--- src/rtl/vga_pkg.sv ---
`default_nettype none
// ============================================================================
//  Module      : vga_pkg
//  Description : Shared VGA constants: 640x480@60 timing defaults, framebuffer
//                geometry (160x120, 3-bit colour) and the framebuffer address
//                helper used by both the scanout and the plot-side writer.
//  Revision    : 1.0  initial release
// ============================================================================
package vga_pkg;

    // 640x480@60 timing, horizontal in pixel ticks, vertical in lines
    localparam int H_VISIBLE_DEF = 640;
    localparam int H_FP_DEF      = 16;
    localparam int H_SYNC_DEF    = 96;
    localparam int H_BP_DEF      = 48;
    localparam int V_VISIBLE_DEF = 480;
    localparam int V_FP_DEF      = 10;
    localparam int V_SYNC_DEF    = 2;
    localparam int V_BP_DEF      = 33;

    // Framebuffer geometry
    localparam int FB_W       = 160;
    localparam int FB_H       = 120;
    localparam int FB_SIZE    = FB_W * FB_H;
    localparam int FB_ADDR_W  = 15;
    localparam int FB_COLOR_W = 3;

    // Screen counter width; covers totals up to 1023 (800 / 525 by default)
    localparam int CNT_W = 10;

    // Row-major framebuffer address y*160 + x; 160 = 128 + 32 so the
    // multiply reduces to two shifts and an add.
    function automatic logic [FB_ADDR_W-1:0] fb_addr(
        input logic [FB_ADDR_W-1:0] x,
        input logic [FB_ADDR_W-1:0] y
    );
        return (y << 7) + (y << 5) + x;
    endfunction

endpackage
`default_nettype wire

--- src/rtl/vga_scanout_if.sv ---
`default_nettype none
// ============================================================================
//  Module      : vga_scanout_if
//  Description : Framebuffer read port. The master (scanout) drives rd_addr;
//                the slave (synchronous RAM) returns rd_data one clock later.
//  Ports       : rd_addr [14:0] read address, rd_data [2:0] colour {R,G,B}
//  Revision    : 1.0  initial release
// ============================================================================
interface vga_scanout_if;
    import vga_pkg::*;

    logic [FB_ADDR_W-1:0]  rd_addr;
    logic [FB_COLOR_W-1:0] rd_data;

    modport master (output rd_addr, input rd_data);
    modport slave  (input rd_addr, output rd_data);

endinterface
`default_nettype wire

--- src/rtl/vga_timing.sv ---
`default_nettype none
// ============================================================================
//  Module      : vga_timing
//  Description : Pixel-tick generator (clock/2), horizontal and vertical
//                counters, raw active-low syncs, active-video flag,
//                registered vblank and a one-clock frame_start pulse.
//  Ports       : clock, reset (async, active low) in;
//                pix_en, hcount, vcount, active, hsync_raw, vsync_raw,
//                frame_start, vblank out
//  Revision    : 1.0  initial release
// ============================================================================
module vga_timing
    import vga_pkg::*;
#(
    parameter int H_VISIBLE = H_VISIBLE_DEF,
    parameter int H_FP      = H_FP_DEF,
    parameter int H_SYNC    = H_SYNC_DEF,
    parameter int H_BP      = H_BP_DEF,
    parameter int V_VISIBLE = V_VISIBLE_DEF,
    parameter int V_FP      = V_FP_DEF,
    parameter int V_SYNC    = V_SYNC_DEF,
    parameter int V_BP      = V_BP_DEF
) (
    input  logic             clock,
    input  logic             reset,
    output logic             pix_en,
    output logic [CNT_W-1:0] hcount,
    output logic [CNT_W-1:0] vcount,
    output logic             active,
    output logic             hsync_raw,
    output logic             vsync_raw,
    output logic             frame_start,
    output logic             vblank
);

    localparam int H_TOTAL = H_VISIBLE + H_FP + H_SYNC + H_BP;
    localparam int V_TOTAL = V_VISIBLE + V_FP + V_SYNC + V_BP;

    localparam logic [CNT_W-1:0] H_LAST     = CNT_W'(H_TOTAL - 1);
    localparam logic [CNT_W-1:0] V_LAST     = CNT_W'(V_TOTAL - 1);
    localparam logic [CNT_W-1:0] H_VIS      = CNT_W'(H_VISIBLE);
    localparam logic [CNT_W-1:0] V_VIS      = CNT_W'(V_VISIBLE);
    localparam logic [CNT_W-1:0] HS_START   = CNT_W'(H_VISIBLE + H_FP);
    localparam logic [CNT_W-1:0] HS_END     = CNT_W'(H_VISIBLE + H_FP + H_SYNC);
    localparam logic [CNT_W-1:0] VS_START   = CNT_W'(V_VISIBLE + V_FP);
    localparam logic [CNT_W-1:0] VS_END     = CNT_W'(V_VISIBLE + V_FP + V_SYNC);

    logic             phase;
    logic             h_wrap;
    logic [CNT_W-1:0] h_next;
    logic [CNT_W-1:0] v_next;

    // Phase is 0 out of reset, so the first tick lands on the second clock.
    assign pix_en = phase;

    always_comb begin
        h_wrap = (hcount == H_LAST);
        h_next = h_wrap ? '0 : hcount + 1'b1;
        v_next = vcount;
        if (h_wrap) begin
            v_next = (vcount == V_LAST) ? '0 : vcount + 1'b1;
        end
    end

    assign active    = (hcount < H_VIS) && (vcount < V_VIS);
    assign hsync_raw = ~((hcount >= HS_START) && (hcount < HS_END));
    assign vsync_raw = ~((vcount >= VS_START) && (vcount < VS_END));

    always_ff @(posedge clock or negedge reset) begin
        if (!reset) begin
            phase       <= 1'b0;
            hcount      <= '0;
            vcount      <= '0;
            frame_start <= 1'b0;
            vblank      <= 1'b0;
        end else begin
            phase       <= ~phase;
            frame_start <= 1'b0;
            if (pix_en) begin
                hcount      <= h_next;
                vcount      <= v_next;
                // vblank and frame_start track the counter values being loaded
                vblank      <= (v_next >= V_VIS);
                frame_start <= h_wrap && (v_next == V_VIS);
            end
        end
    end

endmodule
`default_nettype wire

--- src/rtl/vga_scanout.sv ---
`default_nettype none
// ============================================================================
//  Module      : vga_scanout
//  Description : Scans a 160x120 3-bit framebuffer out to a VGA DAC with
//                2^SCALE_LOG2 pixel replication. Address, RAM read and colour
//                form a two-tick pipeline; syncs and blank are delayed to match.
//  Ports       : clock, reset (async, active low) in;
//                fb (vga_scanout_if.master) framebuffer read port;
//                VGA_R/G/B [3:0], VGA_HS, VGA_VS, VGA_BLANK, VGA_SYNC,
//                VGA_CLK, frame_start, vblank out
//  Revision    : 1.0  initial release
// ============================================================================
module vga_scanout
    import vga_pkg::*;
#(
    parameter int H_VISIBLE  = H_VISIBLE_DEF,
    parameter int H_FP       = H_FP_DEF,
    parameter int H_SYNC     = H_SYNC_DEF,
    parameter int H_BP       = H_BP_DEF,
    parameter int V_VISIBLE  = V_VISIBLE_DEF,
    parameter int V_FP       = V_FP_DEF,
    parameter int V_SYNC     = V_SYNC_DEF,
    parameter int V_BP       = V_BP_DEF,
    parameter int SCALE_LOG2 = 2
) (
    input  logic         clock,
    input  logic         reset,
    vga_scanout_if.master fb,
    output logic [3:0]   VGA_R,
    output logic [3:0]   VGA_G,
    output logic [3:0]   VGA_B,
    output logic         VGA_HS,
    output logic         VGA_VS,
    output logic         VGA_BLANK,
    output logic         VGA_SYNC,
    output logic         VGA_CLK,
    output logic         frame_start,
    output logic         vblank
);

    logic             pix_en;
    logic [CNT_W-1:0] hcount;
    logic [CNT_W-1:0] vcount;
    logic             active;
    logic             hsync_raw;
    logic             vsync_raw;

    logic [FB_ADDR_W-1:0] fb_x;
    logic [FB_ADDR_W-1:0] fb_y;

    // First delay stage for the signals that travel alongside the RAM read
    logic act_d1;
    logic hs_d1;
    logic vs_d1;

    vga_timing #(
        .H_VISIBLE (H_VISIBLE),
        .H_FP      (H_FP),
        .H_SYNC    (H_SYNC),
        .H_BP      (H_BP),
        .V_VISIBLE (V_VISIBLE),
        .V_FP      (V_FP),
        .V_SYNC    (V_SYNC),
        .V_BP      (V_BP)
    ) u_timing (
        .clock       (clock),
        .reset       (reset),
        .pix_en      (pix_en),
        .hcount      (hcount),
        .vcount      (vcount),
        .active      (active),
        .hsync_raw   (hsync_raw),
        .vsync_raw   (vsync_raw),
        .frame_start (frame_start),
        .vblank      (vblank)
    );

    assign fb_x = FB_ADDR_W'(hcount >> SCALE_LOG2);
    assign fb_y = FB_ADDR_W'(vcount >> SCALE_LOG2);

    assign VGA_SYNC = 1'b0;

    always_ff @(posedge clock or negedge reset) begin
        if (!reset) begin
            fb.rd_addr <= '0;
            act_d1     <= 1'b0;
            hs_d1      <= 1'b1;
            vs_d1      <= 1'b1;
            VGA_R      <= 4'h0;
            VGA_G      <= 4'h0;
            VGA_B      <= 4'h0;
            VGA_HS     <= 1'b1;
            VGA_VS     <= 1'b1;
            VGA_BLANK  <= 1'b0;
            VGA_CLK    <= 1'b1;
        end else begin
            // Registered inverse of next pix_en: DAC edge lands mid-pixel
            VGA_CLK <= pix_en;
            if (pix_en) begin
                // Address holds through blanking, so the RAM sees no
                // spurious reads outside the visible area.
                if (active) begin
                    fb.rd_addr <= fb_addr(fb_x, fb_y);
                end
                act_d1    <= active;
                hs_d1     <= hsync_raw;
                vs_d1     <= vsync_raw;
                // rd_data belongs to the address issued one tick earlier,
                // which matches the stage-1 flags.
                VGA_HS    <= hs_d1;
                VGA_VS    <= vs_d1;
                VGA_BLANK <= act_d1;
                VGA_R     <= act_d1 ? {4{fb.rd_data[2]}} : 4'h0;
                VGA_G     <= act_d1 ? {4{fb.rd_data[1]}} : 4'h0;
                VGA_B     <= act_d1 ? {4{fb.rd_data[0]}} : 4'h0;
            end
        end
    end

endmodule
`default_nettype wire
--- src/flat_wrapper.sv ---
// flat-port wrapper written by rule: the top's interface ports become plain ports
module vga_scanout_flat import vga_pkg::*;
#(
    parameter int H_VISIBLE  = H_VISIBLE_DEF,
    parameter int H_FP       = H_FP_DEF,
    parameter int H_SYNC     = H_SYNC_DEF,
    parameter int H_BP       = H_BP_DEF,
    parameter int V_VISIBLE  = V_VISIBLE_DEF,
    parameter int V_FP       = V_FP_DEF,
    parameter int V_SYNC     = V_SYNC_DEF,
    parameter int V_BP       = V_BP_DEF,
    parameter int SCALE_LOG2 = 2
)
  (clock, reset, VGA_R, VGA_G, VGA_B, VGA_HS, VGA_VS, VGA_BLANK, VGA_SYNC, VGA_CLK, frame_start, vblank, fb_rd_addr, fb_rd_data);
  vga_scanout_if fb_i ();
  input  logic clock;
  input  logic reset;
  output logic [3:0] VGA_R;
  output logic [3:0] VGA_G;
  output logic [3:0] VGA_B;
  output logic VGA_HS;
  output logic VGA_VS;
  output logic VGA_BLANK;
  output logic VGA_SYNC;
  output logic VGA_CLK;
  output logic frame_start;
  output logic vblank;
  output wire logic [$bits(fb_i.rd_addr)-1:0] fb_rd_addr;
  input wire logic [$bits(fb_i.rd_data)-1:0] fb_rd_data;
  assign fb_rd_addr = fb_i.rd_addr;
  assign fb_i.rd_data = fb_rd_data;
  vga_scanout #(.H_VISIBLE(H_VISIBLE), .H_FP(H_FP), .H_SYNC(H_SYNC), .H_BP(H_BP), .V_VISIBLE(V_VISIBLE), .V_FP(V_FP), .V_SYNC(V_SYNC), .V_BP(V_BP), .SCALE_LOG2(SCALE_LOG2)) u_core (.clock(clock), .reset(reset), .fb(fb_i), .VGA_R(VGA_R), .VGA_G(VGA_G), .VGA_B(VGA_B), .VGA_HS(VGA_HS), .VGA_VS(VGA_VS), .VGA_BLANK(VGA_BLANK), .VGA_SYNC(VGA_SYNC), .VGA_CLK(VGA_CLK), .frame_start(frame_start), .vblank(vblank));
endmodule
--- config.mk ---
export PLATFORM = sky130hd
export DESIGN_NAME = vga_scanout_flat
export DESIGN_NICKNAME = d
export VERILOG_FILES = /design/src/rtl/vga_pkg.sv /design/src/rtl/vga_scanout_if.sv /design/src/rtl/vga_timing.sv /design/src/rtl/vga_scanout.sv /design/src/flat_wrapper.sv
export SDC_FILE = /design/constraint.sdc
export NUM_CORES = 1
export LEC_CHECK = 0
export CAP_MARGIN = 10
export CELL_PAD_IN_SITES_DETAIL_PLACEMENT = 0
export CELL_PAD_IN_SITES_GLOBAL_PLACEMENT = 2
export CORE_AREA = 3 3 72 142
export DETAILED_ROUTE_END_ITERATION = 6
export DIE_AREA = 0 0 75 145
export GPL_ROUTABILITY_DRIVEN = 0
export GPL_TIMING_DRIVEN = 0
export PLACE_DENSITY = 0.72
export SETUP_SLACK_MARGIN = 0.05
export SYNTH_ARGS = -nofsm -noshare
export SYNTH_HDL_FRONTEND = slang
export SYNTH_HIERARCHICAL = 1
export SYNTH_SLANG_ARGS = --single-unit
--- constraint.sdc ---
create_clock -name clock -period 2.3 [get_ports clock]
set_input_delay 0.23 -clock clock [delete_from_list [all_inputs] [get_ports clock]]
set_output_delay 0.23 -clock clock [all_outputs]
set_load 0.1 [all_outputs]
After elaboration in Yosys (flattened, before gate mapping)
Cells that the tools add are included.
{"block": "totals", "register_bits": 57}
{"block": "classes", "n_lt_le_gt_ge": 7, "n_mux": 7, "bitwise_logic": 3, "reduce_logical": 5, "eq_ne": 3, "add_sub_neg": 4}
{"op": "two-way mux 10 bit", "count": 3}
{"op": "adder 10 x 1 -> 10 bit (second input constant)", "count": 2}
{"op": "equality test 10 bit (second input constant)", "count": 2}
{"op": ">= comparator 10 x 9 -> 1 bit (second input constant)", "count": 2}
{"op": "< comparator 10 bit (second input constant)", "count": 2}
{"op": "< comparator 10 x 9 -> 1 bit (second input constant)", "count": 2}
{"op": "adder 15 x 13 -> 15 bit", "count": 1}
{"op": "adder 15 x 8 -> 15 bit", "count": 1}
{"op": "two-way mux 4 bit", "count": 3}
{"op": "equality test 10 x 9 -> 1 bit (second input constant)", "count": 1}
{"op": ">= comparator 10 bit (second input constant)", "count": 1}
{"op": "logical AND 1 bit", "count": 4}
{"op": "inverter 1 bit", "count": 3}
{"op": "AND reduction 2 bit", "count": 1}
{"op": "two-way mux 1 bit", "count": 1}

Depth between registers and ports, before layout
{"block": "logic_depth", "word_depth": 6, "depth_mapped": 9}

Cells and area by module
Netlist, hierarchy kept.
{"module": "vga_scanout", "cells_per_inst": 153, "n_inst": 1, "area_each_um2": 1510.2}
{"module": "vga_timing", "cells_per_inst": 145, "n_inst": 1, "area_each_um2": 1315.0}

Worst setup path after synthesis
Ideal clock, no wire load.
{"block": "synth_path", "path_type": "register -> register", "start": "reg u_core.u_timing.hcount[9]", "end": "reg u_core.fb.rd_addr[14]", "stages_incl_launch_ff": 9, "setup_time_ns": 0.126, "arrival_time_ns": 2.131, "required_time_ns": 2.174, "slack_ns": 0.043, "path_cell_list": "dfrtp_1 > inv_1 > fa_1 > inv_1 > fa_1 > a211oi_1 > o21ai_0 > mux2i_1 > nand2_1"}
{"block": "synth_via", "elab_chain_len": 3, "elab_cells_between_ends": 4, "cone_classes": "add/sub (1); order compare (1); reduce/logical (2)"}
{"element": "start, declared", "line_no": "vga_timing.sv:27", "rtl": "output logic [CNT_W-1:0] hcount,"}
{"element": "start signal, assigned", "line_no": "vga_timing.sv:80", "rtl": "hcount <= h_next;"}
{"element": "< comparator 10 bit", "line_no": "vga_timing.sv:65", "rtl": "assign active = (hcount < H_VIS) && (vcount < V_VIS);"}
{"element": "logical AND 1 bit", "line_no": "vga_timing.sv:65"}
{"element": "AND reduction 2 bit (no source line)"}
{"element": "end signal, assigned", "line_no": "vga_scanout.sv:103", "rtl": "fb.rd_addr <= fb_addr(fb_x, fb_y);"}
{"element": "end, declared", "line_no": "vga_scanout_if.sv:15", "rtl": "modport master (output rd_addr, input rd_data);"}
Parallel ways exist; a longest one is shown, timed or not.
A chain may end at the register's enable or synchronous reset.

Worst setup path in the final report
{"block": "layout_path", "start": "reg u_core.u_timing.hcount[9]", "end": "reg u_core.fb.rd_addr[13]"}
Same word-level chain as after synthesis.

==> reports/qor.yml <==
p_leak_nw: 1.67
fp.dieW_um: 75
hold_viol_final: 0
worstMarginPinSlew_ns: 0.988
internal_power_mw: 1.32
finalWirelength_mm: 6.68
fmax_mhz: 453
async_flop_share_pct: 100
antenna-diode-count: 0
numCtsBuffers: 5
nets: 375
dpl_worst_slack_ns: -0.127
swShare_pct: 24.5
grt_first_pass_wirelength_mm: 11.0
cp.arrival_ns: 2.37
cts_tree: "built"
synthFlopType: "dfrtp_1"
fp-row-count: 50
critical_path_class: "reg2reg"
yosysTopAreaCell: "dfrtp_1"
fin_setup_tns_ns: 0
ys.warnings.count: 6
die_h_um: 145
drc: 0
yosysSeqAreaShare_pct: 42.7
portBuffers: 37
insertion_delay_ns: 0.29
htreeDepth: 2
cts.clk_slew.worst_paths_ns: 0.07
top_regs: "u_core/fb.rd_addr: 15 flops, u_core/u_timing/hcount: 10 flops, u_core/u_timing/vcount: 10 flops"
routedWlPerCell_um: 14.7
power_density_nw_per_um2: 487
core_area_sq_um: 9320
rsz0062_at_grt: "yes"
run_status: "finished, final reports clean"
p_comb_share_pct: 8.7
synth_edf_count: 0
netlist_area_sq_um: 2830
ios: 39
slew_headroom_pct: 33.9
synth_cell_types: 56
hp-class: "in2async"
final_cell_mix: "nand2_1 (49), dfrtp_1 (41), clkdlybuf4s50_1 (36)"
max-vdd-ir-drop_v: 0.000317
synth.area.top_cells: "dfrtp_1 (38%), ha_1 (8.4%), nand2_1 (6.5%), dfstp_2 (4.7%), o21ai_0 (4.1%)"
final_common_cell: "nand2_1"
fin_crit_ns: 2.21
antenna_found_initial: 0
fin_ws_ns: 0.0902
start_util_pct: 30.3
routed_via_density: 4.98
avgSynthCellArea_sq_um: 9.48
syn-num-nets: 324
clkSinkCount: 48
area_growth_pct: 27.1
finalSetupViolations: 0
detailed_place_hpwl_mm: 5.10
ys_seq_elements: 48
firstDrtPassIters: 4
synth.top_cell.area_share_pct: 38.1
cp-start-kind: "flip-flop"
drv_slew: 0
seq_power_share_pct: 48.6
drive_gt1_share_pct: 17.1
finClkSkew_ns: 0.00910
grt_max_degree: 35
grt_pass1_vias: 2316
final_antenna_net_count: 0
endpoint_kind: "flip-flop"
cap_viol_max_count: 0
drt_iter0_markers: 76
switchingPower_mw: 0.430
period_share_pct: 96.1
path_max_fanout: 2
cts_root_buf: "clkbuf_16"
die-area_sq_um: 10900
largest_register: "u_core/fb.rd_addr"
vias: 2263
crit_required_ns: 2.46
grt_overflow: 0
track_usage_pct: 13.0
synthCells: 298
largest_reg_flops: 15
utilization_pct: 38.5
clock_path_buffers: 2
power_frac_clock_pct: 42.7
final cells by class:
| type | count | area (sq um) |
|---|---|---|
| Buffer | 24 | 161 |
| Clock buffer | 7 | 143 |
| Clock inverter | 1 | 8.76 |
| Fill cell | 948 | 5730 |
| Inverter | 16 | 60.1 |
| Multi-Input combinational cell | 210 | 1450 |
| Sequential cell | 48 | 1210 |
| Tap cell | 104 | 130 |
| Timing Repair Buffer | 44 | 433 |
cells by family (layout without fill, tap and decap cells):
kind of cell    count (synthesis)  count (layout)  synth area share, %
simple gates                  113             113                 20.2
compound gates                 57              57                 13.1
flops                          48              48                 42.7
buf+inv                        40              92                 7.84
fa+ha+maj                      21              21                 9.83
xor+xnor                       11              11                 3.41
mux                             7               7                 2.70
other cells                     1               1                0.133
metal layers:
metal / part of all wire [%] / vias up / track usage, % / wire length [um]
met2: 57 / 45 / 25.0 / 3810
met1: 38 / 1076 / 13.0 / 2520
li1: - / 1131 / - / -
met3: 2.5 / 11 / 1.80 / 170
met4: 2.6 / 0 / 5.17 / 177
met5: 0 / - / 0 / 0
worst max-delay path, cell delays in order, from the launching register on:
cell and delay (ns):
dfrtp_1 0.38, inv_2 0.05, fa_1 0.54, inv_2 0.06, ha_4 0.28, a211oi_4 0.06, o211ai_2 0.21, buf_4 0.14
nor2_1 0.03, or3b_1 0.33
power groups by stage:
stage	logic, mW	clock network [mW]	registers, mW
after floorplan	0.0847	0	0.886
after global placement	0.150	0	0.866
after detailed placement	0.154	0	0.866
after CTS	0.156	0.785	0.850
after global routing	0.161	0.802	0.850
final	0.153	0.748	0.850
cell usage after synthesis (5+ instances only):
cell,number
xnor2_1,7
nand2_1,49
buf_2,5
mux2_2,5
nor3_1,8
o21ai_0,23
ha_1,19
dfstp_2,5
nand3_1,6
buf_4,11
dfrtp_1,43
nor2_1,15
and3_1,8
a21oi_1,7
nand4_1,7
inv_1,16
through the flow:
| step | instances | instance area, sq um | hold WS (ns) | total power [mW] |
|---|---|---|---|---|
| 5_1_grt | 454 | 3590 | 0.433 | 1.81 |
| 3_5_place_dp | 440 | 3350 | 0.187 | 1.02 |
| 4_1_cts | 452 | 3560 | 0.414 | 1.79 |
| 6_report | 454 | 3590 | 0.394 | 1.75 |
| 3_3_place_gp | 439 | 3330 | 0.458 | 1.02 |
| 2_1_floorplan | 298 | 2830 | -0.0656 | 0.970 |
final timing paths:
path                                                             from  slack [ns]  depth (start not counted)                                 to
worst max register to register  u_core/u_timing/hcount[9]$_DFFE_PN0P_        0.09                          9  u_core/fb.rd_addr[13]$_DFFE_PN0P_
worst max-delay path            u_core/u_timing/hcount[9]$_DFFE_PN0P_        0.09                          9  u_core/fb.rd_addr[13]$_DFFE_PN0P_
min in group clock                   u_core/fb.rd_addr[7]$_DFFE_PN0P_        0.47                          2   u_core/fb.rd_addr[7]$_DFFE_PN0P_
worst min-delay path                                            reset        0.39                          2  u_core/fb.rd_addr[14]$_DFFE_PN0P_
worst min register to register       u_core/fb.rd_addr[7]$_DFFE_PN0P_        0.47                          2   u_core/fb.rd_addr[7]$_DFFE_PN0P_
max in group asynchronous                                       reset        1.33                          3          u_core/VGA_VS$_DFFE_PN1P_
repair_timing:
| action | in CTS | in global routing |
|---|---|---|
| setup endpoints to repair | 4 | 3 |
| pin swaps | 5 | 3 |
| setup buffers | 3 | 2 |
| gates resized for setup | 7 | 5 |
| hold endpoints to repair | 14 | 0 |
| hold buffers | 1 | 0 |
No activity file was read; power rests on OpenSTA's default activity.
